==> config.mk <==
export PLATFORM = sky130hd
export DESIGN_NAME = if_id_skid_reg
export DESIGN_NICKNAME = d
export VERILOG_FILES = /design/src/rtl/if_id_skid_reg.sv
export SDC_FILE = /design/constraint.sdc
export NUM_CORES = 1
export LEC_CHECK = 0
export CORE_MARGIN = 1
export CORE_UTILIZATION = 63
export CTS_CLUSTER_DIAMETER = 30
export DETAILED_ROUTE_END_ITERATION = 10
export DONT_BUFFER_PORTS = 1
export PLACE_DENSITY_LB_ADDON = 0.05
export SYNTH_ARGS = -nofsm -noshare
export SYNTH_HDL_FRONTEND = slang
export SYNTH_SLANG_ARGS = --single-unit
==> constraint.sdc <==
create_clock -name clk -period 6.17 [get_ports clk]
set_input_delay 1.234 -clock clk [delete_from_list [all_inputs] [get_ports clk]]
set_output_delay 1.234 -clock clk [all_outputs]
set_load 0.01 [all_outputs]
==> src/rtl/if_id_skid_reg.sv <==
// IF/ID pipeline register with valid/ready handshake and a 2-entry skid buffer.
// Optional perf counters (stall_cnt, flush_cnt) are built when IF_ID_PERF_EN is defined.
module if_id_skid_reg #(
  parameter int INSTR_W = 32,
  parameter int PC_W = 32,
  parameter logic [INSTR_W-1:0] NOP_INSTR = '0,
  parameter int CNT_W = 16
) (
  input  logic               clk,
  input  logic               reset,
  input  logic               flush,
  input  logic               in_valid,
  output logic               in_ready,
  input  logic [INSTR_W-1:0] in_instr,
  input  logic [PC_W-1:0]    in_pc_plus4,
  output logic               out_valid,
  input  logic               out_ready,
  output logic [INSTR_W-1:0] out_instr,
  output logic [PC_W-1:0]    out_pc_plus4
`ifdef IF_ID_PERF_EN
  ,
  output logic [CNT_W-1:0]   stall_cnt,
  output logic [CNT_W-1:0]   flush_cnt
`endif
);

  typedef enum logic [1:0] {
    S_EMPTY = 2'd0,
    S_ONE   = 2'd1,
    S_FULL  = 2'd2
  } state_t;

  state_t state_q, state_d;

  logic [INSTR_W-1:0] main_instr, skid_instr;
  logic [PC_W-1:0]    main_pc, skid_pc;

  logic acc, drn;
  logic ld_main, ld_skid, shift;

  // Handshake flags come from the registered state only.
  assign in_ready  = (state_q != S_FULL);
  assign out_valid = (state_q != S_EMPTY);

  assign out_instr    = out_valid ? main_instr : NOP_INSTR;
  assign out_pc_plus4 = out_valid ? main_pc : '0;

  always_comb begin
    state_d = state_q;
    ld_main = 1'b0;
    ld_skid = 1'b0;
    shift   = 1'b0;
    acc     = in_valid & in_ready;
    drn     = out_valid & out_ready;
    if (flush) begin
      state_d = S_EMPTY;
    end else begin
      unique case (state_q)
        S_EMPTY: begin
          if (acc) begin
            state_d = S_ONE;
            ld_main = 1'b1;
          end
        end
        S_ONE: begin
          if (acc && !drn) begin
            state_d = S_FULL;
            ld_skid = 1'b1;
          end else if (acc) begin
            ld_main = 1'b1;
          end else if (drn) begin
            state_d = S_EMPTY;
          end
        end
        S_FULL: begin
          if (drn) begin
            state_d = S_ONE;
            shift   = 1'b1;
          end
        end
        default: state_d = S_EMPTY;
      endcase
    end
  end

  always_ff @(posedge clk or posedge reset) begin
    if (reset) begin
      state_q <= S_EMPTY;
    end else begin
      state_q <= state_d;
    end
  end

  always_ff @(posedge clk or posedge reset) begin
    if (reset) begin
      main_instr <= NOP_INSTR;
      main_pc    <= '0;
      skid_instr <= NOP_INSTR;
      skid_pc    <= '0;
    end else begin
      if (ld_main) begin
        main_instr <= in_instr;
        main_pc    <= in_pc_plus4;
      end else if (shift) begin
        main_instr <= skid_instr;
        main_pc    <= skid_pc;
      end
      if (ld_skid) begin
        skid_instr <= in_instr;
        skid_pc    <= in_pc_plus4;
      end
    end
  end

`ifdef IF_ID_PERF_EN
  // Saturating counters, cleared only by reset.
  always_ff @(posedge clk or posedge reset) begin
    if (reset) begin
      stall_cnt <= '0;
      flush_cnt <= '0;
    end else begin
      if (out_valid && !out_ready && (stall_cnt != '1))
        stall_cnt <= stall_cnt + CNT_W'(1);
      if (flush && (flush_cnt != '1))
        flush_cnt <= flush_cnt + CNT_W'(1);
    end
  end
`else
  logic [CNT_W-1:0] unused_cnt_w;
  assign unused_cnt_w = '0;
`endif

endmodule
-- Word-level counts from Yosys, hierarchy flattened
Cells that the tools add are included.
- flip-flop bits (word level): 130
- input port bits: 69
- output and inout bits: 66
- eq/ne operators: 7
- multiplexer cells: 23
- bitwise gates (word level): 2
- reduce and logical (&&, ||, !) cells: 6
- operator list (operator ; count):
    $mux W32 ; 6
    $mux W2 ; 6
    $mux W1 ; 9
    $ne A4 B4 Y1 const B ; 2
    $ne A3 B3 Y1 const B ; 2
    $pmux W2 S3 ; 1
    $reduce_and A4 Y1 ; 1
    $reduce_bool A2 Y1 ; 2
    $and A1 B1 Y1 ; 2
    $eq A2 B1 Y1 const B ; 1
    $eq A2 B2 Y1 const B ; 1
    $logic_not A2 Y1 ; 1
    $ne A2 B2 Y1 const B ; 1
    $pmux W1 S2 ; 1
    $logic_and A1 B1 Y1 ; 1
    $logic_not A1 Y1 ; 1

-- Longest topological paths before layout
Gate-level depths: netlist of run 1.
- depth in word-level cells: 8
- mapped depth: 5
- gate-level depth less buffers: 3

-- Worst setup path before layout of run 1
OpenSTA, ideal clock, no wires.
- path kind: flip-flop to output port
- start: register state_q[0]
- end: output port out_instr[10]
- arrival: 1.259 ns
- required time: 4.936 ns
- path slack: 3.677 ns
- stages on the path, launching flop included: 5
- path buffers: 2
- path through: dfrtp_1 -> nor2_1 -> clkbuf_1 -> clkbuf_1 -> nor2b_1
- longest elaborated chain between the ends: 2
- ends and longest elaborated chain (element ; RTL line ; RTL):
    from (decl) ; 33 ; state_t state_q, state_d;
    from (signal assigned) ; 90 ; state_q <= state_d;
    $reduce_bool A2 Y1 ; 43 ; assign out_valid = (state_q != S_EMPTY);
    $mux W32 ; 45 ; assign out_instr = out_valid ? main_instr : NOP_INSTR;
    to (decl) ; 18 ; output logic [INSTR_W-1:0] out_instr,
No other way between the ends.

-- Worst setup path after layout of run 1
- start: register state_q[0]
- end: output port out_pc_plus4[25]
- longest elaborated chain between the ends: 2
- ends and longest elaborated chain (element ; RTL line ; RTL):
    $reduce_bool A2 Y1 ; 43 ;
    $mux W32 ; 46 ; assign out_pc_plus4 = out_valid ? main_pc : '0;
    to (decl) ; 19 ; output logic [PC_W-1:0] out_pc_plus4
No other way between the ends.

==> results of run 1 <==
==> kinds of logic after synthesis <==
logic type,after synthesis
buf+inv,34
simple gates,140
flops,130
mux,69
compound gates,68
==> power groups by stage <==
stage / Sequential, mW / Clock [mW] / Combinational, mW
after floorplan: 1.12 / 0 / 0.296
after global placement: 1.14 / 0 / 0.318
after detailed placement: 1.15 / 0 / 0.332
after CTS: 1.14 / 0.973 / 0.332
after global routing: 1.17 / 1.01 / 0.357
final: 1.14 / 0.958 / 0.326
==> per-stage QoR <==
step	hold slack (ns)	setup slack [ns]	utilization, %	total power, mW
finish	0.494	2.64	71.7	2.43
global route	0.504	2.48	71.7	2.53
CTS	0.497	2.60	71.7	2.44
detailed placement	0.484	2.81	65.2	1.48
global placement	0.477	2.82	65.2	1.46
floorplan	0.470	1.47	-	1.42
==> worst max-delay path by stage <==
stage | start | to | slack, ns | depth (start not counted)
final | state_q[0] | out_pc_plus4[25] | 2.64 | 3
after global routing | state_q[0] | out_pc_plus4[29] | 2.48 | 3
after CTS | state_q[0] | out_pc_plus4[29] | 2.60 | 3
after detailed placement | out_ready | main_instr[13] | 2.81 | 4
after global placement | out_ready | main_instr[13] | 2.82 | 4
after floorplan | reset | main_instr[0] | 1.47 | 1
==> layout make-up <==
type	count	area, um^2	share of cell area, %
clock buffers	19	442	6.93
inverters	2	10.0	0.157
repair buffers	5	37.5	0.589
well taps	108	135	2.12
multi-input cells	277	2360	37.1
flip-flops and latches	130	3250	51.0
clock inverters	12	134	2.10
==> cell usage after synthesis, drive strengths merged <==
cell type / n
inv: 2
buf: 20
and2b: 1
mux2: 66
dfrtp: 130
nand2b: 3
a211oi: 1
o21ai: 3
nor2b: 64
or3b: 1
nand3b: 1
nor3: 1
nor2: 1
and2: 60
nor3b: 1
nor4bb: 1
nand3: 3
mux2i: 3
a21oi: 3
a221o: 60
clkbuf: 12
o21ba: 1
nand2: 3
==> flip-flops by register name (all words and copies together) (netlist names) <==
signal      count
main_pc        32
main_instr     32
skid_pc        32
state_q         2
skid_instr     32
==> layer usage <==
metal	vias up	wire length (um)	share of wire (%)
met5	-	0	0
met4	0	261	2.3
met3	20	908	7.9
met2	119	5460	47
met1	1805	4930	43
li1	1579	-	-
==> worst max-delay path: stages, from the launching register on <==
cell and delay, ns:
dfrtp_1 0.49, nor2_4 0.55, buf_4 0.53, nor2b_1 0.20
==> impl_metrics.ini, run 1 <==
[grt]
antenna_found_initial = 0
top_usage_layer = met2
grt_util_met1_pct = 32.2
grt_pass1_vias = 3705
grt_pass1_wl_um = 18800
grt_max_degree = 91
use_met3_pct = 9.29
grt-ovfl-total = 0
grt_use_met2_pct = 38.7
grt_use_total_pct = 25.2

[critical_path]
critPathLaunchType = register
critical_path_class = reg2out
cp.arrival_ns = 2.30
required_ns = 4.94
r2r_start = state_q[0]
reg2reg_to = main_instr[13]
r2r_setup_slack_ns = 3.50
critPathMaxFanout = 42
reg2regPathDepth = 4
endpoint_kind = primary output

[logic_synthesis]
synth_fa_ha_area_share_pct = 0
ys_types = 28
synth-compound-area-share_pct = 11.1
syn_area_mm2 = 0.00588
ys_top_cells_by_area = dfrtp_1 (55%), mux2_2 (12%), a221o_1 (10%)
yosysSeqAreaShare_pct = 55.4
synth_xor_area_share_pct = 0
synth_top_family_by_area = simple AND/OR/NAND/NOR gates
postSynthCellCount = 441
post-synth-top-area-fraction_pct = 55.4
syn_avg_cell_area_um2 = 13.3
yosysWarnings = 0
synth_nets = 510
synth_top_area_cell = dfrtp_1
synth-seq-cells = 130
synthMuxAreaShare_pct = 13.2
yosys.area_share.simple_pct = 15.6

[routing]
detailroute.via_count = 3523
routed_via_density = 6.37
firstDrtPassIters = 4
route.antenna.remaining_nets = 0
drc = 0
drt_iter0_drc = 176
wl_per_cell_um = 20.9
drt_wl_total_um = 11600

[floorplanning]
fp.dieH_um = 98.6
boundaryPins = 135
coreArea_mm2 = 0.00889
start_util_pct = 66.1
die_x_um = 98.6
dieArea_mm2 = 0.00972
rows = 34

[cts]
ctsHoldBuffers = 0
cts_root_buf = clkbuf_8
cts_buffer_depth = 2
clk_latency_ns = 0.51
cts_buffers = 17
clk_pin_slew_ns = 0.06
cts_resized = 0
htree_levels = 4
tritoncts = done
cts_sinks = 130
post_cts_buffers = 0

[power_and_ir_drop]
p_per_area_mw_per_mm2 = 381
internal_power_mw = 1.83
p_seq_share_pct = 47.0
p_comb_share_pct = 13.5
swShare_pct = 24.6
p_leak_nw = 2.78
p_sw_uw = 597
power.share.clock_pct = 39.5
vdd_drop_max_v = 0.000255

[sta]
worst_pin_slew_ns = 1.15
fmax_mhz = 283
final-hold-violation-count = 0
period_minus_slack_ns = 3.53
slew_headroom_pct = 22.9
fin_setup_tns_ns = 0
drv_slew = 0
grt_setup_unrepaired = no
setup_viol = 0
worst_clock_skew_ns = 0.00761
post-route-period-util_pct = 57.3

[placement]
dpl-instance-area_mm2 = 0.00580
numPlacedInstances = 522
dp_hpwl_um = 6930
place.port_buffers = 0
gp_congestion = 0.781

[cells_and_area]
nets = 502
area_growth_pct = 8.45
nFillCells = 606
antennaDiodeCount = 0
layout.cells.non_filler = 553
layout_common_cells = dfrtp_1 (130), mux2_2 (65), nor2b_1 (64), and2_1 (60), a221o_1 (60)
drive_gt1_share_pct = 25.2
final_common_cell = dfrtp_1
stdcell_area_mm2 = 0.00637

[min_path]
hold_end = skid_instr[20]
hp-class = reg2reg
hold_depth = 1
worstHoldStart = skid_instr[20]

[outcome]
status = finished clean

[job]
max-cap-violations = 0
Note: power is estimated with default switching activity, not from simulation.
==> run 2: changes to the inputs <==
- clock period: 6.17 -> 3.6 ns (I/O delays scaled with it)
==> impl_metrics.ini, run 2 (synthesized netlist as in run 1, its figures left out) <==
[cts]
htree_levels = 4
post_cts_buffers = 0
clk_latency_ns = 0.51
cts_root_buf = clkbuf_8
cts_buffer_depth = 2
clk_pin_slew_ns = 0.06
cts_sinks = 130
tritoncts = done
cts_buffers = 17
ctsHoldBuffers = 0
cts_resized = 0

[placement]
place.port_buffers = 0
dp_hpwl_um = 7320
gp_congestion = 0.859

[cells_and_area]
postLayoutCoreUtil_pct = 72.4
drive_gt1_share_pct = 25.9
area_growth_pct = 9.60
final_common_cell = dfrtp_1
nets = 507
nFillCells = 607
layout_common_cells = dfrtp_1 (130), mux2_2 (65), nor2b_1 (64), and2_1 (60), a221o_1 (60)
antennaDiodeCount = 0

[job]
max-cap-violations = 0

[power_and_ir_drop]
p_sw_mw = 1.03
vdd_drop_max_v = 0.000473
power.share.clock_pct = 39.5
internal_power_mw = 3.15
swShare_pct = 24.7
p_seq_share_pct = 46.9
p_leak_nw = 2.83
p_comb_share_pct = 13.6
p_per_area_mw_per_mm2 = 648
finalPower_mw = 4.18

[floorplanning]
rows = 34
die_x_um = 98.6
start_util_pct = 66.1
dieArea_mm2 = 0.00972
boundaryPins = 135
fp.dieH_um = 98.6
coreArea_mm2 = 0.00889

[sta]
fin_setup_tns_ns = 0
worst_pin_slew_ns = 0.927
post-route-period-util_pct = 77.4
final-hold-violation-count = 0
fmax_mhz = 359
worst_clock_skew_ns = 0.00580
slew_headroom_pct = 38.1
drv_slew = 0
setup_viol = 0
period_minus_slack_ns = 2.79
grt_setup_unrepaired = no

[critical_path]
cp.arrival_ns = 2.07
cp-startpoint = state_q[0]
path_cells = nor2_4 > buf_12 > nor2b_1
required_ns = 2.88
r2r_start = state_q[0]
critPathMaxFanout = 35
critical_path_class = reg2out
max_stage_delay_ns = 0.63
crit_path_top_delay_cell = nor2_4
critPathLaunchType = register
endpoint_kind = primary output

[outcome]
status = finished clean

[routing]
routed_via_density = 6.30
route.antenna.remaining_nets = 0
detailroute.via_count = 3524
wl_per_cell_um = 21.0
drt_wl_total_um = 11700
firstDrtPassIters = 5
drt_iter0_drc = 180
drc = 0

[grt]
antenna_found_initial = 0
grt_max_degree = 65
grt-ovfl-total = 0
grt_pass1_vias = 3643
grt_use_total_pct = 26.0
grt_pass1_wl_um = 19100

[min_path]
hp-class = in2async
-- run 2: cell types whose count changed in the layout (fill, tap and decap cells not counted) --
cell	change
buf_12	+2
inv_6	-1
clkinvlp_4	-2
clkbuf_1	+1
inv_4	-1
clkinv_2	+1
clkinv_4	+3
buf_4	+3
-- run 2: routing by layer --
layer / track usage, % / up-vias / wire length [um]
met5: 0 / - / 0
met4: 10.7 / 0 / 254
met3: 9.15 / 22 / 793
met2: 42.0 / 132 / 5850
met1: 32.0 / 1782 / 4830
li1: - / 1588 / -
-- run 2: cell type report --
type / instances / area (um^2) / area share (%)
Sequential cell: 130 / 3250 / 50.5
Multi-Input combinational cell: 277 / 2360 / 36.7
Clock buffer: 20 / 445 / 6.92
Tap cell: 108 / 135 / 2.10
Clock inverter: 12 / 134 / 2.08
Timing Repair Buffer: 10 / 100 / 1.55
Inverter: 2 / 11.3 / 0.175
-- run 2: path summary, 6_finish.rpt --
path / slack, ns / cells past startpoint / end
setup / recovery: 0.81 / 3 / out_pc_plus4[0]
min in group clk: 0.28 / 1 / state_q[1]
hold / removal: 0.26 / 1 / main_instr[11]
hold reg to reg: 0.49 / 1 / skid_instr[21]
max in group asynchronous: 2.47 / 2 / main_pc[0]
setup reg to reg: 1.48 / 5 / main_pc[22]
-- run 2: critical path: cells and delay by family (launching register included) --
family	cells	cell delay (ns)
flip-flops	1	0.49
buffers and inverters	1	0.29
AND/OR/NAND/NOR	2	0.76
-- run 2: stage by stage --
step | instance area (um^2) | setup slack, ns | hold WS [ns] | instances
2_1_floorplan | 5880 | 1.27 | 0.470 | 441
3_3_place_gp | 5860 | 1.35 | 0.478 | 527
3_5_place_dp | 5860 | 1.31 | 0.484 | 527
4_1_cts | 6440 | 0.768 | 0.261 | 559
5_1_grt | 6440 | 0.689 | 0.261 | 559
6_report | 6440 | 0.814 | 0.263 | 559
-- run 2: power groups by stage --
| stage | registers [mW] | clock network (mW) | logic (mW) |
|---|---|---|---|
| 6_report | 1.96 | 1.65 | 0.568 |
| 4_1_cts | 1.96 | 1.67 | 0.578 |
| 3_5_place_dp | 1.98 | 0 | 0.574 |
| 3_3_place_gp | 1.96 | 0 | 0.548 |
| 2_1_floorplan | 1.92 | 0 | 0.508 |
| 5_1_grt | 2.00 | 1.73 | 0.624 |
